<file path="config.mk">
export PLATFORM = sky130hd
export DESIGN_NAME = fetch_stage_flat
export DESIGN_NICKNAME = d
export VERILOG_FILES = /design/src/rtl/cpu_types_pkg.sv /design/src/rtl/fetch_stage_if.sv /design/src/rtl/if_id_latch.sv /design/src/rtl/fetch_stage.sv /design/src/flat_wrapper.sv
export SDC_FILE = /design/constraint.sdc
export NUM_CORES = 1
export LEC_CHECK = 0
export ABC_AREA = 0
export CORE_MARGIN = 5
export CORE_UTILIZATION = 60
export DETAILED_ROUTE_END_ITERATION = 12
export DONT_BUFFER_PORTS = 1
export GPL_TIMING_DRIVEN = 0
export MAX_ROUTING_LAYER = met4
export PLACE_DENSITY = 0.82
export SLEW_MARGIN = 20
export SYNTH_ARGS = -nofsm -noshare
export SYNTH_HDL_FRONTEND = slang
export SYNTH_SLANG_ARGS = --single-unit
</file>
<file path="constraint.sdc">
create_clock -name CLK -period 3 [get_ports CLK]
set_input_delay 0.6 -clock CLK [delete_from_list [all_inputs] [get_ports CLK]]
set_output_delay 0.6 -clock CLK [all_outputs]
set_load 0.01 [all_outputs]
</file>
<file path="src/rtl/cpu_types_pkg.sv">
// Shared CPU types: machine word, fetch FSM states and the sequential PC step.
package cpu_types_pkg;
  typedef logic [31:0] word_t;

  typedef enum logic [1:0] {
    FETCH = 2'd0,  // normal sequential fetch
    DRAIN = 2'd1,  // stale fetch still outstanding, redirect target parked in pend_pc
    HALT  = 2'd2   // fetch stopped until reset
  } fetch_state_t;

  localparam word_t PC_STEP = 32'd4;
endpackage

</file>
<file path="src/rtl/fetch_stage_if.sv">
// Instruction-cache request/response bus between the fetch stage and the icache.
interface fetch_stage_if;
  import cpu_types_pkg::*;

  logic  imemREN;
  word_t imemaddr;
  logic  ihit;
  word_t imemload;

  modport master (output imemREN, imemaddr, input ihit, imemload);
  modport slave  (input imemREN, imemaddr, output ihit, imemload);
endinterface

</file>
<file path="src/rtl/if_id_latch.sv">
// IF/ID pipeline latch: reset > flush > write-enabled load or bubble.
module if_id_latch
  import cpu_types_pkg::*;
(
  input  logic  clk,
  input  logic  rst,
  input  logic  flush,
  input  logic  we,
  input  logic  ld,          // with we: 1 loads the fetched word, 0 inserts a bubble
  input  word_t instr_in,
  input  word_t pcplus4_in,
  output word_t instr_out,
  output word_t pcplus4_out,
  output logic  valid_out
);

  // Latch update; a bubble clears the instruction but keeps the old PC+4.
  always_ff @(posedge clk) begin
    if (rst || flush) begin
      instr_out   <= '0;
      pcplus4_out <= '0;
      valid_out   <= 1'b0;
    end else if (we) begin
      if (ld) begin
        instr_out   <= instr_in;
        pcplus4_out <= pcplus4_in;
        valid_out   <= 1'b1;
      end else begin
        instr_out   <= '0;
        valid_out   <= 1'b0;
      end
    end
  end

endmodule

</file>
<file path="src/rtl/fetch_stage.sv">
// Instruction fetch: owns the PC, the redirect/halt FSM and the IF/ID latch.
// The request address is the PC and only moves when the cache answers, so an
// outstanding fetch never sees its address change underneath it.
module fetch_stage
  import cpu_types_pkg::*;
#(
  parameter word_t PC_INIT = 32'h0000_0000,
  parameter int    WORD_W  = 32
) (
  input  logic              CLK,
  input  logic              RST,
  fetch_stage_if.master     imem,
  input  logic              ifW,
  input  logic              ifRST,
  input  logic              redirect,
  input  logic [WORD_W-1:0] redirect_pc,
  input  logic              halt,
  output word_t             instr_out,
  output word_t             pcplus4_out,
  output logic              valid_out,
  output logic              halted
);

  fetch_state_t      state, state_n;
  logic [WORD_W-1:0] pc, pc_n;
  logic [WORD_W-1:0] pend_pc, pend_n;
  logic              lat_flush, lat_we, lat_ld;
  word_t             pc_plus4;

  assign pc_plus4      = pc + PC_STEP;
  assign imem.imemaddr = pc;
  assign imem.imemREN  = !RST && (state != HALT);
  assign halted        = (state == HALT);

  // State, PC and parked redirect target.
  always_ff @(posedge CLK) begin
    if (RST) begin
      state   <= FETCH;
      pc      <= PC_INIT;
      pend_pc <= '0;
    end else begin
      state   <= state_n;
      pc      <= pc_n;
      pend_pc <= pend_n;
    end
  end

  // Next state, next PC and latch control; latch defaults to bubble-on-ifW.
  always_comb begin
    state_n   = state;
    pc_n      = pc;
    pend_n    = pend_pc;
    lat_flush = ifRST;
    lat_we    = ifW;
    lat_ld    = 1'b0;
    unique case (state)
      FETCH: begin
        if (halt) begin
          state_n   = HALT;
          lat_flush = 1'b1;
        end else if (redirect && imem.ihit) begin
          pc_n = redirect_pc;                    // returned word is wrong-path
        end else if (redirect) begin
          pend_n  = redirect_pc;                 // wait for the stale fetch to land
          state_n = DRAIN;
        end else if (imem.ihit && ifW) begin
          pc_n   = pc_plus4;
          lat_ld = 1'b1;
        end
      end
      DRAIN: begin
        if (halt) begin
          state_n   = HALT;
          lat_flush = 1'b1;
        end else if (redirect) begin
          pend_n = redirect_pc;                  // youngest target wins
        end else if (imem.ihit) begin
          pc_n    = pend_pc;
          state_n = FETCH;
        end
      end
      HALT: begin
        lat_we = 1'b0;
      end
      default: begin
        state_n = FETCH;
      end
    endcase
  end

  if_id_latch u_if_id (
    .clk        (CLK),
    .rst        (RST),
    .flush      (lat_flush),
    .we         (lat_we),
    .ld         (lat_ld),
    .instr_in   (imem.imemload),
    .pcplus4_in (pc_plus4),
    .instr_out  (instr_out),
    .pcplus4_out(pcplus4_out),
    .valid_out  (valid_out)
  );

endmodule
</file>
<file path="src/flat_wrapper.sv">
// flat-port wrapper written by rule: the top's interface ports become plain ports
module fetch_stage_flat import cpu_types_pkg::*;
#(
  parameter word_t PC_INIT = 32'h0000_0000,
  parameter int    WORD_W  = 32
)
  (CLK, RST, ifW, ifRST, redirect, redirect_pc, halt, instr_out, pcplus4_out, valid_out, halted, imem_imemREN, imem_imemaddr, imem_ihit, imem_imemload);
  fetch_stage_if imem_i ();
  input  logic CLK;
  input  logic RST;
  input  logic ifW;
  input  logic ifRST;
  input  logic redirect;
  input  logic [WORD_W-1:0] redirect_pc;
  input  logic halt;
  output word_t instr_out;
  output word_t pcplus4_out;
  output logic valid_out;
  output logic halted;
  output wire logic [$bits(imem_i.imemREN)-1:0] imem_imemREN;
  output wire logic [$bits(imem_i.imemaddr)-1:0] imem_imemaddr;
  input wire logic [$bits(imem_i.ihit)-1:0] imem_ihit;
  input wire logic [$bits(imem_i.imemload)-1:0] imem_imemload;
  assign imem_imemREN = imem_i.imemREN;
  assign imem_imemaddr = imem_i.imemaddr;
  assign imem_i.ihit = imem_ihit;
  assign imem_i.imemload = imem_imemload;
  fetch_stage #(.PC_INIT(PC_INIT), .WORD_W(WORD_W)) u_core (.CLK(CLK), .RST(RST), .imem(imem_i), .ifW(ifW), .ifRST(ifRST), .redirect(redirect), .redirect_pc(redirect_pc), .halt(halt), .instr_out(instr_out), .pcplus4_out(pcplus4_out), .valid_out(valid_out), .halted(halted));
endmodule
</file>
==> reports/qor.txt, run 1 <==
io pins: 170
vias in the first global route: 5384
register area share after synthesis: 0.440
Layout Skew: 0.00667 ns
CP max-delay cell: dfxtp_1
drt initial violations: 683
num rows: 36
Final Cell Area: 6730 µm²
Setup Buffers After CTS: 0
Post-Layout Cell Count: 888
port buffer count: 0
crit path capture type: flip-flop
Clock Sinks: 131
Hold Crit Class: in2reg
Hold Fails Final Rpt: 0
nets@finish: 814
initial core utilization: 0.613
CP required: 3.37 ns
DR pass1 iterations: 5
synth unique cells: 62
status: finished, final reports clean
met1 usage: 0.409
clock root buffer: clkbuf_8
post_cts resized: 0
Ys Warns: 0
final period utilization: 0.828
setup_tns: 0 ns
register bit count reported by yosys: 131
Netlist Area Pre-Place: 5960 µm²
ANT nets after route: 0
slew of the pin with the lowest slew margin: 0.668 ns
drt total wl: 19600 µm
Hold-fix buffers, CTS: 0
Clock Path Buffers: 2
Max-cap violations: 0
RSZ-0062 raised after global routing: false
leading area contributor after synthesis: dfxtp_1
FMAX: 0.403 GHz
Worst-path clk slew: 0.06 ns
worst path cell trace: ha_1, clkbuf_1, clkbuf_1, nand3_1, xor2_1, a221oi_1
ANT cells: 0
GRT Residual Overflow: 0
pwr/cell area: 634 nW/µm²
CP most frequent cell: clkbuf_1
Setup CP Type: reg2reg
CTS Buf Count: 17
CTS tree: built
vias per cell: 6.43
startpoint types: flip-flop
gr usage total: 0.336
Die W: 110 µm
worst-skew pair later-pin latency: 0.52 ns
Final Max Slew Viols: 0
Max VDD drop: 0.370 mV
Setup-failing EPs final: 0
top post-synthesis cells by area: dfxtp_1 (44%), a21oi_1 (6.4%), nand2_1 (6.4%)
most common library cells after synthesis: dfxtp_1 (131), nand2_1 (101), a21oi_1 (76), nor2_1 (76), clkbuf_1 (41)
met2 Usage GRT: 0.538
dpl cell area: 6130 µm²
Primary FF master, synth: dfxtp_1
share of the synthesized area in the top cell type: 0.440
syn avg cell area: 8.24 µm²
share of layout cells above drive strength 1: 0.0940
Area Overhead vs Synth: 12.9%
crit-path max FO: 10
DR WL/cell: 22.0 µm
H-tree level count: 4
first-pass GRT wire length: 29900 µm
largest net degree at the start of global routing: 17
# DRC: 0
via count: 5713
synthesized netlist cell count: 723
Period minus WS final: 2.48 ns
Post-synth ARST share: 0
Post-synth EDFFs: 0
most common cell in the synthesized netlist: dfxtp_1
CP Data Arrival Time: 2.85 ns
grt peak-use layer: met2
Core Area: 9730 µm²
antenna violations before repair: 0
final core utilization: 0.692
Slew HR: 0.553
HPWL after DPL: 14600 µm
Pleak: 2.37 nW
die area: 12000 µm²
Max stage delay on crit path: 0.61 ns
routability cong.: 0.931
met3 GRT Util: 0.100
dpl cells: 856
net count after synthesis: 795
Die Y: 110 µm
-- worst paths after layout --
check,from,to,slack (ns),cells after the start
worst min-delay path,redirect_pc[14],u_core.pend_pc[14],0.21,2
worst max register to register,u_core.imem.imemaddr[2],u_core.imem.imemaddr[18],0.52,6
worst min register to register,u_core.pend_pc[25],u_core.pend_pc[25],0.46,2
worst max-delay path,u_core.imem.imemaddr[2],u_core.imem.imemaddr[18],0.52,6
-- sequential cells by signal (all words and copies together) (netlist names) --
signal and cells:
u_core.imem.imemaddr 32, u_core.pend_pc 32, u_core.u_if_id.instr_out 32, u_core.u_if_id.pcplus4_out 32, u_core.state 2, u_core.u_if_id.valid_out 1
-- per-stage QoR --
step / hold WS, ns / setup WS, ns / power, mW
floorplan: 0.432 / 0.925 / 2.09
detailed placement: 0.447 / 0.571 / 2.19
CTS: 0.196 / 0.567 / 4.27
global placement: 0.442 / 0.604 / 2.18
global route: 0.207 / 0.424 / 4.39
finish: 0.210 / 0.517 / 4.27
-- layout by cell type, fill, tap and decap left out, types with 3 or more instances in the layout --
cell / instances
inv_6: 4
inv_1: 3
a22oi_1: 36
nor3_1: 5
bufinv_16: 3
and4_1: 8
a311oi_1: 3
nor2b_1: 4
xnor2_1: 5
o211ai_1: 3
a211oi_1: 28
buf_2: 19
o22ai_1: 8
nand4_1: 16
nor2_1: 76
dfxtp_1: 131
a221oi_1: 3
buf_4: 4
clkbuf_16: 16
a21o_1: 4
nand2b_1: 4
nand4_2: 3
or3_1: 5
a31oi_1: 3
clkinvlp_4: 3
and2_1: 6
nand2_1: 101
clkbuf_1: 41
a22o_1: 4
o221a_2: 4
nand3_1: 16
o21ai_0: 31
a21oi_1: 76
xor2_1: 21
and3_1: 11
-- per-layer routing --
metal,up-vias,part of all wire,wire length [µm]
met2,336,0.46,9070
met5,-,0,0
li1,2651,-,-
met1,2675,0.39,7640
met4,0,0.023,451
met3,51,0.12,2390
-- critical path, delay by kind of cell (launching register included) --
kind            cells  cell delay (ns)
buf+inv             2             0.85
flops               1             0.61
xor+xnor            1             0.34
fa+ha+maj           1             0.22
simple gates        1             0.15
compound gates      1             0.15
-- layout make-up --
cell class              count  area (µm²)
plain buffers              67         300
well taps                 133         166
clock buffers              18         428
clock inverters            14         175
flip-flops and latches    131        2620
fillers                   830        3000
inverters                   4        15.0
multi-input cells         521        3020
-- kinds of logic after synthesis --
logic type	after synthesis	synth area share
flops	131	0.440
simple gates	270	0.221
xor+xnor	26	0.0382
mux	3	0.00525
compound gates	220	0.239
buf+inv	71	0.0529
fa+ha+maj	2	0.00378
-- report_power, final --
group          internal, mW  switching, mW  total, mW
Combinational         0.100          0.205      0.305
Clock                  1.30          0.807       2.10
Sequential             1.78         0.0750       1.86
No activity file was read; power rests on OpenSTA's default activity.
==> run 2, diff against run 1 <==
==> constraint.sdc (replaced) <==
create_clock -name CLK -period 2.6 [get_ports CLK]
set_input_delay 0.52 -clock CLK [delete_from_list [all_inputs] [get_ports CLK]]
set_output_delay 0.52 -clock CLK [all_outputs]
set_load 0.01 [all_outputs]
==> results of run 2 <==
The final DEF is identical to that of run 1. Status: finished, final reports clean.
Among the figures that moved: setup slack after placement 0.571 ns -> 0.193 ns; setup slack after layout 0.517 ns -> 0.117 ns; hold slack 0.210 ns -> 0.130 ns; register-to-register setup slack 0.52 ns -> 0.12 ns; total power 4.27 mW -> 4.93 mW; worst IR drop on VDD 0.370 mV -> 0.427 mV
==> run 3, diff against run 2 <==
==> constraint.sdc (replaced) <==
create_clock -name CLK -period 2.5 [get_ports CLK]
set_input_delay 0.5 -clock CLK [delete_from_list [all_inputs] [get_ports CLK]]
set_output_delay 0.5 -clock CLK [all_outputs]
set_load 0.01 [all_outputs]
==> run 3 against run 2 <==
Compared with the run above: critical path depth decreased by 1; die area stayed put; power rose by 3.9%; sequential power rose by 4%; routed wire length decreased by 0.29%; highest routed layer unchanged; combinational power grew 4%; non-clock buffer count is 1 lower; global-route usage did not move; clock skew grew 0.0014 ns; clock-buffer cell count unchanged.
==> reports/qor.txt, run 3 (synthesis gave the netlist of run 1 again) <==
HPWL after DPL: 14600 µm (unchanged)
worst path cell trace: ha_1, clkbuf_1, nand3_1, xor2_1, a221oi_1 (was ha_1, clkbuf_1, clkbuf_1, nand3_1, xor2_1, a221oi_1)
CTS Buf Count: 17 (unchanged)
Clock Sinks: 131 (unchanged)
Layout Skew: 0.00810 ns (was 0.00667 ns)
multi-input combinational cell area: 3020 µm² (unchanged)
Setup-failing EPs final: 0 (unchanged)
Hold Fails Final Rpt: 0 (unchanged)
CP required: 2.87 ns (was 2.97 ns)
grt peak-use layer: met2 (unchanged)
Worst-path clk slew: 0.06 ns (about the same)
via count: 5683 (was 5713)
met1 usage: 0.409 (unchanged)
pwr/cell area: 761 nW/µm² (was 732 nW/µm²)
met2 Usage GRT: 0.538 (unchanged)
P_sw: 1.30 mW (was 1.25 mW)
setup slack, reg-to-reg: 0.16 ns (was 0.12 ns)
CTS tree: built (unchanged)
met3 GRT Util: 0.100 (unchanged)
Area Overhead vs Synth: 12.8% (was 12.9%)
largest net degree at the start of global routing: 17 (unchanged)
drt total wl: 19500 µm (was 19600 µm)
switch share: 0.254 (was 0.255)
post_cts resized: 0 (unchanged)
Clock Path Buffers: 2 (unchanged)
routability cong.: 0.931 (unchanged)
GRT Residual Overflow: 0 (unchanged)
vias in the first global route: 5384 (unchanged)
ANT nets after route: 0 (unchanged)
first-pass GRT wire length: 29900 µm (unchanged)
Hold Crit Class: in2reg (unchanged)
Filler cells: 831 (was 830)
vias per cell: 6.41 (was 6.43)
Clk network pwr share: 0.492 (was 0.493)
initial core utilization: 0.613 (unchanged)
total power: 5.12 mW (was 4.93 mW)
Internal Pwr Total: 3.82 mW (was 3.67 mW)
die area: 12000 µm² (unchanged)
nets@finish: 813 (was 814)
crit-path max FO: 10 (unchanged)
# DRC: 0 (unchanged)
final period utilization: 0.935 (was 0.955)
worst-skew pair later-pin latency: 0.52 ns (about the same)
Max VDD drop: 0.444 mV (was 0.427 mV)
most common cell after layout, fill and taps aside: dfxtp_1 (unchanged)
Slew HR: 0.548 (was 0.553)
num rows: 36 (unchanged)
io pins: 170 (unchanged)
crit path capture type: flip-flop (unchanged)
DR pass1 iterations: 5 (unchanged)
FMAX: 0.428 GHz (was 0.403 GHz)
CP max-delay cell: dfxtp_1 (unchanged)
Period minus WS final: 2.34 ns (was 2.48 ns)
most frequent cells in the layout: dfxtp_1 (131), nand2_1 (101), nor2_1 (76), a21oi_1 (76), clkbuf_1 (40) (was dfxtp_1 (131), nand2_1 (101), nor2_1 (76), a21oi_1 (76), clkbuf_1 (41))
Max-cap violations: 0 (unchanged)
Die Y: 110 µm (unchanged)
port buffer count: 0 (unchanged)
slew of the pin with the lowest slew margin: 0.676 ns (was 0.668 ns)
Comb power frac: 0.072 (was 0.071)
WHS: 0.109 ns (was 0.130 ns)
Setup Buffers After CTS: 0 (unchanged)
clock root buffer: clkbuf_8 (unchanged)
Hold-fix buffers, CTS: 0 (unchanged)
Max stage delay on crit path: 0.61 ns (about the same)
Die W: 110 µm (unchanged)
CP Data Arrival Time: 2.71 ns (was 2.85 ns)
Setup CP Type: reg2reg (unchanged)
startpoint types: flip-flop (unchanged)
antenna violations before repair: 0 (unchanged)
DR WL/cell: 22.0 µm (about the same)
status: finished, final reports clean (unchanged)
Final Max Slew Viols: 0 (unchanged)
setup_tns: 0 ns (unchanged)
RSZ-0062 raised after global routing: false (unchanged)
Pleak: 2.37 nW (about the same)
gr usage total: 0.336 (unchanged)
Reg power frac: 0.436 (about the same)
ANT cells: 0 (unchanged)
Core Area: 9730 µm² (unchanged)
Register Area: 2620 µm² (unchanged)
share of layout cells above drive strength 1: 0.0942 (was 0.0940)
drt initial violations: 728 (was 683)
H-tree level count: 4 (unchanged)
[run 3: changes by cell type in the layout (fill, tap and decap cells not counted), sizes merged]
cell and delta:
clkbuf -1
[run 3: path summary, 6_finish.rpt]
kind	startpoint	to	depth (start not counted)
worst max-delay path	u_core.imem.imemaddr[2]	u_core.imem.imemaddr[18]	5
worst min-delay path	redirect_pc[14]	u_core.pend_pc[14]	2
worst max register to register	u_core.imem.imemaddr[2]	u_core.imem.imemaddr[18]	5
worst min register to register	u_core.pend_pc[25]	u_core.pend_pc[25]	2
[run 3: cell type report]
| cell class | count | area share |
|---|---|---|
| Clock buffer | 18 | 0.0636 |
| Sequential cell | 131 | 0.390 |
| Multi-Input combinational cell | 521 | 0.449 |
| Inverter | 4 | 0.00223 |
| Buffer | 66 | 0.0441 |
| Clock inverter | 14 | 0.0260 |
| Tap cell | 133 | 0.0247 |
[run 3: power by group through the flow]
stage / clock network (mW) / registers [mW] / logic [mW]
global route: 2.63 / 2.24 / 0.402
CTS: 2.54 / 2.23 / 0.358
finish: 2.52 / 2.23 / 0.366
global placement: 0 / 2.27 / 0.345
detailed placement: 0 / 2.27 / 0.352
floorplan: 0 / 2.25 / 0.261
[run 3: routing by layer]
layer	wire (µm)	vias to the layer above
met5	0	-
met4	422	0
met3	2440	44
met2	9090	341
met1	7540	2639
li1	-	2659
[run 3: critical path, delay by kind of cell (launching register included)]
family | cells | cell delay, ns
flip-flops | 1 | 0.61
adder cells (fa/ha/maj) | 1 | 0.53
buffers and inverters | 1 | 0.40
XOR/XNOR | 1 | 0.34
AND/OR/NAND/NOR | 1 | 0.15
AO/OA/AOI/OAI | 1 | 0.15
[run 3: metrics by stage]
step | std cells | instance area (µm²) | utilization | setup slack [ns]
after global placement | 856 | 6130 | 0.630 | 0.104
after detailed placement | 856 | 6130 | 0.630 | 0.0933
final | 887 | 6730 | 0.691 | 0.162
after global routing | 887 | 6730 | 0.691 | 0.0635
after floorplan | 723 | 5960 | - | 0.525
after CTS | 888 | 6730 | 0.692 | 0.0667
